===== src/rtl/e203_exu_oitf_trk.sv =====
// Outstanding-instruction tracking FIFO for the EXU: allocates itags at dispatch,
// retires them in order at write-back, and flags RAW/WAW hazards against outstanding rd.
module e203_exu_oitf_trk #(
    parameter int DEPTH       = 2,
    parameter int ITAG_WIDTH  = 1,
    parameter int RFIDX_WIDTH = 5,
    parameter int PC_SIZE     = 32
) (
    input  logic                   clk,
    input  logic                   rst,
    input  logic                   dis_ena,
    output logic                   dis_ready,
    input  logic                   disp_i_rdwen,
    input  logic [RFIDX_WIDTH-1:0] disp_i_rdidx,
    input  logic [PC_SIZE-1:0]     disp_i_pc,
    input  logic                   disp_i_rs1en,
    input  logic                   disp_i_rs2en,
    input  logic [RFIDX_WIDTH-1:0] disp_i_rs1idx,
    input  logic [RFIDX_WIDTH-1:0] disp_i_rs2idx,
    output logic [ITAG_WIDTH-1:0]  dis_ptr,
    input  logic                   oitf_ret_ena,
    output logic [ITAG_WIDTH-1:0]  oitf_ret_ptr,
    output logic [RFIDX_WIDTH-1:0] oitf_ret_rdidx,
    output logic                   oitf_ret_rdwen,
    output logic [PC_SIZE-1:0]     oitf_ret_pc,
    output logic                   oitf_empty,
    output logic                   oitf_full,
    output logic                   oitfrd_match_disprs1,
    output logic                   oitfrd_match_disprs2,
    output logic                   oitfrd_match_disprd
);

    localparam logic [ITAG_WIDTH-1:0] LAST = ITAG_WIDTH'(DEPTH - 1);

    logic [ITAG_WIDTH-1:0]  alloc_ptr;
    logic [ITAG_WIDTH-1:0]  ret_ptr;
    logic                   alloc_flg;
    logic                   ret_flg;
    logic                   vld      [DEPTH];
    logic                   rdwen_r  [DEPTH];
    logic [RFIDX_WIDTH-1:0] rdidx_r  [DEPTH];
    logic [PC_SIZE-1:0]     pc_r     [DEPTH];

    logic alloc;
    logic ret;

    // Wrap flags disambiguate full from empty when the pointers coincide.
    assign oitf_empty = (alloc_ptr == ret_ptr) & (alloc_flg == ret_flg);
    assign oitf_full  = (alloc_ptr == ret_ptr) & (alloc_flg != ret_flg);
    assign dis_ready  = ~oitf_full;
    assign alloc      = dis_ena & ~oitf_full;
    assign ret        = oitf_ret_ena & ~oitf_empty;

    assign dis_ptr        = alloc_ptr;
    assign oitf_ret_ptr   = ret_ptr;
    assign oitf_ret_rdidx = rdidx_r[ret_ptr];
    assign oitf_ret_rdwen = rdwen_r[ret_ptr];
    assign oitf_ret_pc    = pc_r[ret_ptr];

    always_ff @(posedge clk) begin
        if (rst) begin
            alloc_ptr <= '0;
            ret_ptr   <= '0;
            alloc_flg <= 1'b0;
            ret_flg   <= 1'b0;
            for (int unsigned i = 0; i < DEPTH; i++) begin
                vld[i]     <= 1'b0;
                rdwen_r[i] <= 1'b0;
                rdidx_r[i] <= '0;
                pc_r[i]    <= '0;
            end
        end else begin
            if (alloc) begin
                vld[alloc_ptr]     <= 1'b1;
                rdwen_r[alloc_ptr] <= disp_i_rdwen;
                rdidx_r[alloc_ptr] <= disp_i_rdidx;
                pc_r[alloc_ptr]    <= disp_i_pc;
                if (alloc_ptr == LAST) begin
                    alloc_ptr <= '0;
                    alloc_flg <= ~alloc_flg;
                end else begin
                    alloc_ptr <= alloc_ptr + 1'b1;
                end
            end
            // Alloc and ret never target the same slot: equal pointers imply empty or full.
            if (ret) begin
                vld[ret_ptr] <= 1'b0;
                if (ret_ptr == LAST) begin
                    ret_ptr <= '0;
                    ret_flg <= ~ret_flg;
                end else begin
                    ret_ptr <= ret_ptr + 1'b1;
                end
            end
        end
    end

    always_comb begin
        oitfrd_match_disprs1 = 1'b0;
        oitfrd_match_disprs2 = 1'b0;
        oitfrd_match_disprd  = 1'b0;
        for (int unsigned i = 0; i < DEPTH; i++) begin
            if (vld[i] & rdwen_r[i]) begin
                if (disp_i_rs1en & (rdidx_r[i] == disp_i_rs1idx)) oitfrd_match_disprs1 = 1'b1;
                if (disp_i_rs2en & (rdidx_r[i] == disp_i_rs2idx)) oitfrd_match_disprs2 = 1'b1;
                if (disp_i_rdwen & (rdidx_r[i] == disp_i_rdidx))  oitfrd_match_disprd  = 1'b1;
            end
        end
    end

endmodule


===== config.mk =====
export PLATFORM = sky130hd
export DESIGN_NAME = e203_exu_oitf_trk
export DESIGN_NICKNAME = d
export VERILOG_FILES = /design/src/rtl/e203_exu_oitf_trk.sv
export SDC_FILE = /design/constraint.sdc
export NUM_CORES = 1
export LEC_CHECK = 0
export BUFFER_PORTS_ARGS = -buffer_cell sky130_fd_sc_hd__buf_4
export CORE_MARGIN = 3
export CORE_UTILIZATION = 55
export DETAILED_ROUTE_END_ITERATION = 8
export GPL_ROUTABILITY_DRIVEN = 0
export PLACE_DENSITY = 0.91
export SYNTH_ARGS = -nofsm -noshare
export SYNTH_HDL_FRONTEND = slang
export SYNTH_SLANG_ARGS = --single-unit

===== constraint.sdc =====
create_clock -name clk -period 3.45 [get_ports clk]
set_clock_uncertainty 0.1 [all_clocks]
set_input_delay 0.8625 -clock clk [delete_from_list [all_inputs] [get_ports clk]]
set_output_delay 0.8625 -clock clk [all_outputs]
set_load 0.05 [all_outputs]

==> results.toml, run 1 <==
[global_route]
antenna_found_initial = 0
grt_first_pass_wirelength_um = 12970
grt_pass1_vias = 2677
overflow = 0
grt_usage = 0.2003
grt_max_degree = 39

[routing]
drt_iter0_drc = 121
ant_nets = 0
wirelength_um = 8150
drt_pass1_iterations = 4
drt-vias-per-instance = 5.243
wl_per_cell_um = 16.50
dr_total_vias = 2590
drc_errors = 0

[power_and_ir_drop]
pwr-share-clk = 0.241
power.density_nw_per_um2 = 560.3
p_sw_uw = 983.5
sw_frac_of_total = 0.3423
ir_drop_mv = 0.3665
combPwrFrac = 0.311
p_int_mw = 1.890
total_power_mw = 2.873
leakage_nw = 2.099
seqPwrFrac = 0.448

[worst_setup_path]
cp-end-kind = "output port"
critPathKind = "reg2out"
cp_data_arrival_time_ps = 1850
reg2reg_from = "ret_flg"
path_max_fanout = 18
start_kind = "register"
required_ps = 2490

[cells_and_area]
antenna_cells = 0
syn_to_final_growth_pct = 25.12
fin_nets = 448
fill_cells = 492
final_common_cell = "buf_4"
drive_gt1_frac = 0.5151
layout_common_cells = "106 x buf_4, 76 x edfxtp_1, 38 x mux2_2, 38 x and2_1, 32 x xnor2_1"

[clocking]
cts_root_buf = "clkbuf_8"
ctsHtreeMaxLevel = 3
clk_path_buf_depth = 2
cts_setup_buffers = 0
cts_tree = "yes"
clkTransAtPathRegs_ps = 80
clk_latency_ps = 350
post_cts_resized = 0
hold_buffers = 0
cts.sinks = 83
numCtsBuffers = 9

[floorplanning]
chipHeight_um = 92.33
die_w_um = 92.33
rows = 30
core_um2 = 7019
io_pins = 100
initial_core_util = 0.5840
dieArea_um2 = 8525

[run]
maxCapViolations = 0

[yosys]
ys_seq_area_frac = 0.5910
avgSynthCellArea_um2 = 14.18
synth_ff_type = "edfxtp_1"
synth_seq_cells = 83
syn_inst = 289
yosysWarnings = 0
synth-async-reset-ratio = 0
yosys.cell_types.count = 35
synth-edff-count = 76
synthesis.area_um2 = 4099
syn_nets = 344

[timing]
finalCritPeriodShare = 0.8153
clock.fmax_mhz = 355.5
min_period_ps = 2813
final-setup-viol-count = 0
finalHoldViolCount = 0
relSlewSlack = 0.3564
rsz0062_at_grt = "false"
tns_ps = 0
slew_viol_final = 0
worst_slew_pin_slew_ps = 962.0

[placed_design]
place.detailed.hpwl_um = 5787
port_buffers = 99

[hold_path]
min-delay-start = "vld[0]"
hold_class = "reg2reg"

[run_status]
status = "completed"
[power by group through the flow]
stage                     combinational (mW)  sequential, mW  clock (mW)
after global routing                   0.939            1.30       0.755
final                                  0.894            1.29       0.693
after CTS                              0.900            1.29       0.708
after floorplan                        0.643            1.28           0
after global placement                 0.884            1.30           0
after detailed placement               0.896            1.31           0
[state kept, by name (all words and copies together), names as in the netlist, named ones only]
signal        flops
rdwen_r           2
ret_flg           1
oitf_ret_ptr      1
dis_ptr           1
alloc_flg         1
pc_r             64
rdidx_r          10
vld               2
[metal layers]
metal  wire [um]  part of all wire  vias up  GRT usage
met5           0                 0        -          0
met4         266             0.033        0     0.1126
met3         410             0.050       19    0.04305
met2        4258              0.52       87     0.3468
met1        3214              0.39     1250     0.2295
li1            -                 -     1234          -
[final timing paths]
kind,to,depth (start not counted),slack [ps]
setup / recovery,oitf_ret_pc[0],3,640
hold / removal,vld[0],2,470
setup reg to reg,pc_r[0][18],3,1330
hold reg to reg,vld[0],2,470
[stage by stage]
stage	setup WS (ps)	hold WS [ps]	instance area (um2)	cells	util
finish	637.3	469.4	5129	494	0.7307
global route	536.0	493.0	5129	494	0.7307
CTS	597.2	460.3	5129	494	0.7307
detailed placement	800.6	439.9	4928	478	0.7021
global placement	807.3	411.1	4928	478	0.7021
floorplan	612.7	366.4	4099	289	-
[cell families (layout without fill, tap and decap cells)]
family / count (synthesis) / in the layout / synth area share
AOI/OAI and AO/OA: 15 / 15 / 0.02717
xor gates and xnor gates: 34 / 34 / 0.07448
adders and majority gates: 1 / 1 / 0.003052
buffers and inverters: 17 / 126 / 0.02747
DFF: 83 / 83 / 0.5910
muxes: 39 / 39 / 0.1068
and+or+nand+nor: 100 / 100 / 0.1700
[critical path, stage by stage (launching register included)]
cell	delay, ps
dfxtp_2	630
buf_4	300
mux2_2	370
buf_4	190
[Yosys cell counts (all sizes together), types with 2 or more instances]
| cell | instances | share of area |
|---|---|---|
| mux2 | 38 | 0.10 |
| a21oi | 2 | 0.0024 |
| edfxtp | 76 | 0.56 |
| clkbuf | 4 | 0.0037 |
| inv | 4 | 0.0037 |
| dfxtp | 7 | 0.034 |
| and2 | 76 | 0.14 |
| buf | 9 | 0.020 |
| o22ai | 3 | 0.0046 |
| nand2 | 4 | 0.0037 |
| nor2 | 3 | 0.0027 |
| nand4 | 12 | 0.018 |
| o21ai | 3 | 0.0037 |
| xnor2 | 32 | 0.068 |
| xor2 | 2 | 0.0061 |
[cell type report]
| class | instances | area [um2] | share of cell area |
|---|---|---|---|
| multi-input combinational | 189 | 1574 | 0.3069 |
| inverter | 4 | 15.01 | 0.002928 |
| timing repair buffer | 106 | 795.8 | 0.1552 |
| clock buffer | 9 | 123.9 | 0.02415 |
| tap | 96 | 120.1 | 0.02342 |
| sequential | 83 | 2424 | 0.4726 |
| clock inverter | 7 | 76.32 | 0.01488 |
No activity file was read; power rests on OpenSTA's default activity.
==> run 2, diff against run 1 <==
--- a/config.mk
+++ b/config.mk
@@ -7,10 +7,10 @@
 export LEC_CHECK = 0
 export BUFFER_PORTS_ARGS = -buffer_cell sky130_fd_sc_hd__buf_4
 export CORE_MARGIN = 3
-export CORE_UTILIZATION = 55
+export CORE_UTILIZATION = 53
 export DETAILED_ROUTE_END_ITERATION = 8
 export GPL_ROUTABILITY_DRIVEN = 0
-export PLACE_DENSITY = 0.91
+export PLACE_DENSITY = 0.88
 export SYNTH_ARGS = -nofsm -noshare
 export SYNTH_HDL_FRONTEND = slang
 export SYNTH_SLANG_ARGS = --single-unit
==> constraint.sdc (replaced) <==
create_clock -name clk -period 2.9 [get_ports clk]
set_clock_uncertainty 0.1 [all_clocks]
set_input_delay 0.725 -clock clk [delete_from_list [all_inputs] [get_ports clk]]
set_output_delay 0.725 -clock clk [all_outputs]
set_load 0.05 [all_outputs]
==> run 2 against run 1 <==
  * Sequential share of layout area down 0.37 points
  * Wire length is 2.9% lower
  * Highest routed layer unchanged
  * Critical path type unchanged
  * First-iteration DRC count shrank 0.83%
==> results.toml, run 2 (synthesis gave the netlist of run 1 again) <==
[cells_and_area]
reg_top3 = "pc_r: 64 flops, rdidx_r: 10 flops"
fin_nets = 448
syn_to_final_growth_pct = 26.10
antenna_cells = 0
final_common_cell = "buf_4"
largest_register_ffs = 64
drive_gt1_frac = 0.5151
regMostFlops = "pc_r"
layout_common_cells = "105 x buf_4, 76 x edfxtp_1, 38 x mux2_2, 38 x and2_1, 32 x xnor2_1"

[worst_setup_path]
cp-end-kind = "output port"
slowest_delay_ps = 460
cp_data_arrival_time_ps = 1660
start_kind = "register"
worstPathCellList = "xor2_2, or2b_1, inv_1, buf_4"
cp_slowest_cell = "dfxtp_1"
critPathKind = "reg2out"
ff2ff_path_depth = 3
path_max_fanout = 6
required_ps = 2080

[timing]
finalCritPeriodShare = 0.8573
clock.fmax_mhz = 402.2
min_period_ps = 2486
fin_ws_ps = 413.9
worst_slew_pin_slew_ps = 926.0
rsz0062_at_grt = "false"
slew_viol_final = 0
tns_ps = 0
final-setup-viol-count = 0
finalHoldViolCount = 0
relSlewSlack = 0.3827

[routing]
dr_total_vias = 2553
drc_errors = 0
wl_per_cell_um = 15.92
drt_iter0_drc = 120
ant_nets = 0
wirelength_um = 7913
drt_pass1_iterations = 4
drt-vias-per-instance = 5.137

[clocking]
post_cts_resized = 0
clk_latency_ps = 340
cts_setup_buffers = 0
cts_tree = "yes"
hold_buffers = 0
cts_root_buf = "clkbuf_8"
numCtsBuffers = 9
cts.sinks = 83
ctsHtreeMaxLevel = 3
clkTransAtPathRegs_ps = 80
clk_path_buf_depth = 2

[global_route]
grt_max_degree = 39
overflow = 0
grt_first_pass_wirelength_um = 12360
antenna_found_initial = 0
grt_usage = 0.1832
grt_pass1_vias = 2586

[hold_path]
hold_class = "reg2reg"
hold_path_depth = 2

[power_and_ir_drop]
power.density_nw_per_um2 = 677.4
total_power_mw = 3.501
ir_drop_mv = 0.4302
leakage_nw = 2.113

[placed_design]
place_ws_ps = 444.3
place.detailed.hpwl_um = 5595
port_buffers = 99

[floorplanning]
die_w_um = 93.94
chipHeight_um = 93.94
core_um2 = 7370
initial_core_util = 0.5562
io_pins = 100
dieArea_um2 = 8825
rows = 31

[run]
maxCapViolations = 0

[run_status]
status = "completed"
## run 2: changes by cell type in the layout (fill, tap and decap cells not counted), sizes merged
| cell | delta |
|---|---|
| clkinv | -2 |
| bufinv | +1 |
| inv | +1 |
## run 2: layout make-up
cell class                      instances  area [um2]
Clock buffer                            9       123.9
Fill cell                             528        2201
Sequential cell                        83        2424
Clock inverter                          7       100.1
Inverter                                4       15.01
Timing Repair Buffer                  106       808.3
Tap cell                               99       123.9
Multi-Input combinational cell        189        1574
## run 2: worst max-delay path: cells and delay by family (launching register included)
kind,cells,cell delay (ps)
DFF,1,460
buffers and inverters,2,240
xor gates and xnor gates,1,340
and+or+nand+nor,1,280
## run 2: per-stage QoR
step / utilization / area, um2 / instances / hold WS (ps)
floorplan: - / 4099 / 289 / 366.4
global placement: 0.6710 / 4945 / 481 / 415.3
detailed placement: 0.6710 / 4945 / 481 / 411.9
CTS: 0.7014 / 5169 / 497 / 427.3
global route: 0.7014 / 5169 / 497 / 451.8
finish: 0.7014 / 5169 / 497 / 425.1
## run 2: path summary, 6_finish.rpt
check                             start     endpoint  slack (ps)
worst max-delay path            ret_flg    oitf_full         410
worst min-delay path             vld[0]       vld[0]         430
worst max register to register  ret_flg  pc_r[1][27]         770
worst min register to register   vld[0]       vld[0]         430
## run 2: power by group
group	switching [mW]	internal, mW
Sequential	0.0746	1.44
Combinational	0.669	0.408
Clock	0.414	0.492
## run 2: routing by layer
metal | track usage | part of all wire | up-vias | wire length, um
met5 | 0 | 0 | - | 0
met4 | 0.07100 | 0.022 | 0 | 177
met3 | 0.03846 | 0.048 | 16 | 380
met2 | 0.3223 | 0.54 | 67 | 4269
met1 | 0.2190 | 0.39 | 1233 | 3085
li1 | - | - | 1237 | -
==> run 3, diff against run 2 <==
--- a/config.mk
+++ b/config.mk
@@ -6,6 +6,7 @@
 export NUM_CORES = 1
 export LEC_CHECK = 0
 export BUFFER_PORTS_ARGS = -buffer_cell sky130_fd_sc_hd__buf_4
+export CORE_ASPECT_RATIO = 1.4
 export CORE_MARGIN = 3
 export CORE_UTILIZATION = 53
 export DETAILED_ROUTE_END_ITERATION = 8
==> run 3 against run 2 <==
  * Final area fell by 0.82%
  * Maximum frequency grew 0.30%
  * Register-to-register slack worse by 20 ps
  * Critical endpoint unchanged
  * Via count up 0.35%
  * Combinational power barely moved
  * Global-route usage up 0.99 points
  * Die area up 0.18%
  * First-iteration DRC count is 8.3% higher
  * Non-clock buffer count down 2
  * Core utilization shrank 1.4 points
  * Flip-flop and latch count stayed put
==> results.toml, run 3 (synthesis gave the netlist of run 1 again) <==
[run_status]
status = "completed"

[routing]
drt-vias-per-instance = 5.197
drt_iter0_drc = 130
drt_pass1_iterations = 6
ant_nets = 0
wirelength_um = 8314
drc_errors = 0
dr_total_vias = 2562
wl_per_cell_um = 16.86

[timing]
finalHoldViolCount = 0
relSlewSlack = 0.3599
min_period_ps = 2479
fin_ws_ps = 421.4
final-setup-viol-count = 0
slew_viol_final = 0
rsz0062_at_grt = "false"
tns_ps = 0
worst_slew_pin_slew_ps = 960.1
clock.fmax_mhz = 403.5
finalCritPeriodShare = 0.8547
timing.hold.ws_ps = 442.5

[cells_and_area]
reg_top3 = "pc_r: 64 flops, rdidx_r: 10 flops"
syn_to_final_growth_pct = 25.06
largest_register_ffs = 64
antenna_cells = 0
utilization = 0.6878
fin_area_um2 = 5126
drive_gt1_frac = 0.5152
final_cells = 493
layout_common_cells = "103 x buf_4, 76 x edfxtp_1, 38 x mux2_2, 38 x and2_1, 32 x xnor2_1"
fin_nets = 446
regMostFlops = "pc_r"
final_common_cell = "buf_4"

[floorplanning]
chipHeight_um = 110.1
rows = 37
io_pins = 100
initial_core_util = 0.5499
dieArea_um2 = 8840
die_w_um = 80.33
core_um2 = 7453

[global_route]
grt_first_pass_wirelength_um = 12810
grt_max_degree = 39
antenna_found_initial = 0
grt_usage = 0.1930
grt_pass1_vias = 2758
overflow = 0

[clocking]
post_cts_resized = 0
numCtsBuffers = 9
hold_buffers = 0
clkTransAtPathRegs_ps = 80
cts_setup_buffers = 0
clk_path_buf_depth = 2
cts_root_buf = "clkbuf_8"
cts.sinks = 83
clk_latency_ps = 330
cts_tree = "yes"
ctsHtreeMaxLevel = 3

[worst_setup_path]
start_kind = "register"
critPathKind = "reg2out"
cp-end-kind = "output port"
r2r_slack_ps = 750
cp_data_arrival_time_ps = 1650
path_max_fanout = 6
required_ps = 2080

[power_and_ir_drop]
leakage_nw = 2.089
power.density_nw_per_um2 = 667.0
ir_drop_mv = 0.4641
total_power_mw = 3.419

[hold_path]
hold_class = "reg2reg"

[placed_design]
place.detailed.hpwl_um = 5537
dp.cells = 477
place_ws_ps = 428.1
dpl-instance-area_um2 = 4927
port_buffers = 99

[run]
maxCapViolations = 0
run 3: changes by cell type in the layout (fill, tap and decap cells not counted), sizes merged:
cell | previous run | this run
buf | 106 | 104
clkinvlp | 1 | 3
bufinv | 2 | 1
clkinv | 2 | 1
run 3: final timing paths:
path	startpoint	end	depth (start not counted)
max	ret_flg	oitf_full	4
min	vld[0]	vld[0]	2
max reg2reg	ret_flg	pc_r[1][13]	3
min reg2reg	vld[0]	vld[0]	2
run 3: cell type report:
class                      count  area (um2)
fill                         510        2327
clock buffer                   9       123.9
clock inverter                 7       75.07
sequential                    83        2424
tap                           97       121.4
timing repair buffer         104       793.3
inverter                       4       15.01
multi-input combinational    189        1574
run 3: routing by layer:
layer	share of wire	vias up	track usage
li1	-	1232	-
met1	0.38	1244	0.2089
met2	0.56	82	0.3691
met3	0.048	4	0.03333
met4	0.0072	0	0.07367
met5	0	-	0
run 3: power breakdown:
group          internal (mW)  switching [mW]
combinational          0.405           0.684
sequential              1.44          0.0685
clock                  0.402           0.416
run 3: worst max-delay path, cell delays in order, from the launching register on:
cell	delay [ps]
dfxtp_1	460
xor2_2	340
or2b_1	280
inv_1	50
buf_4	180
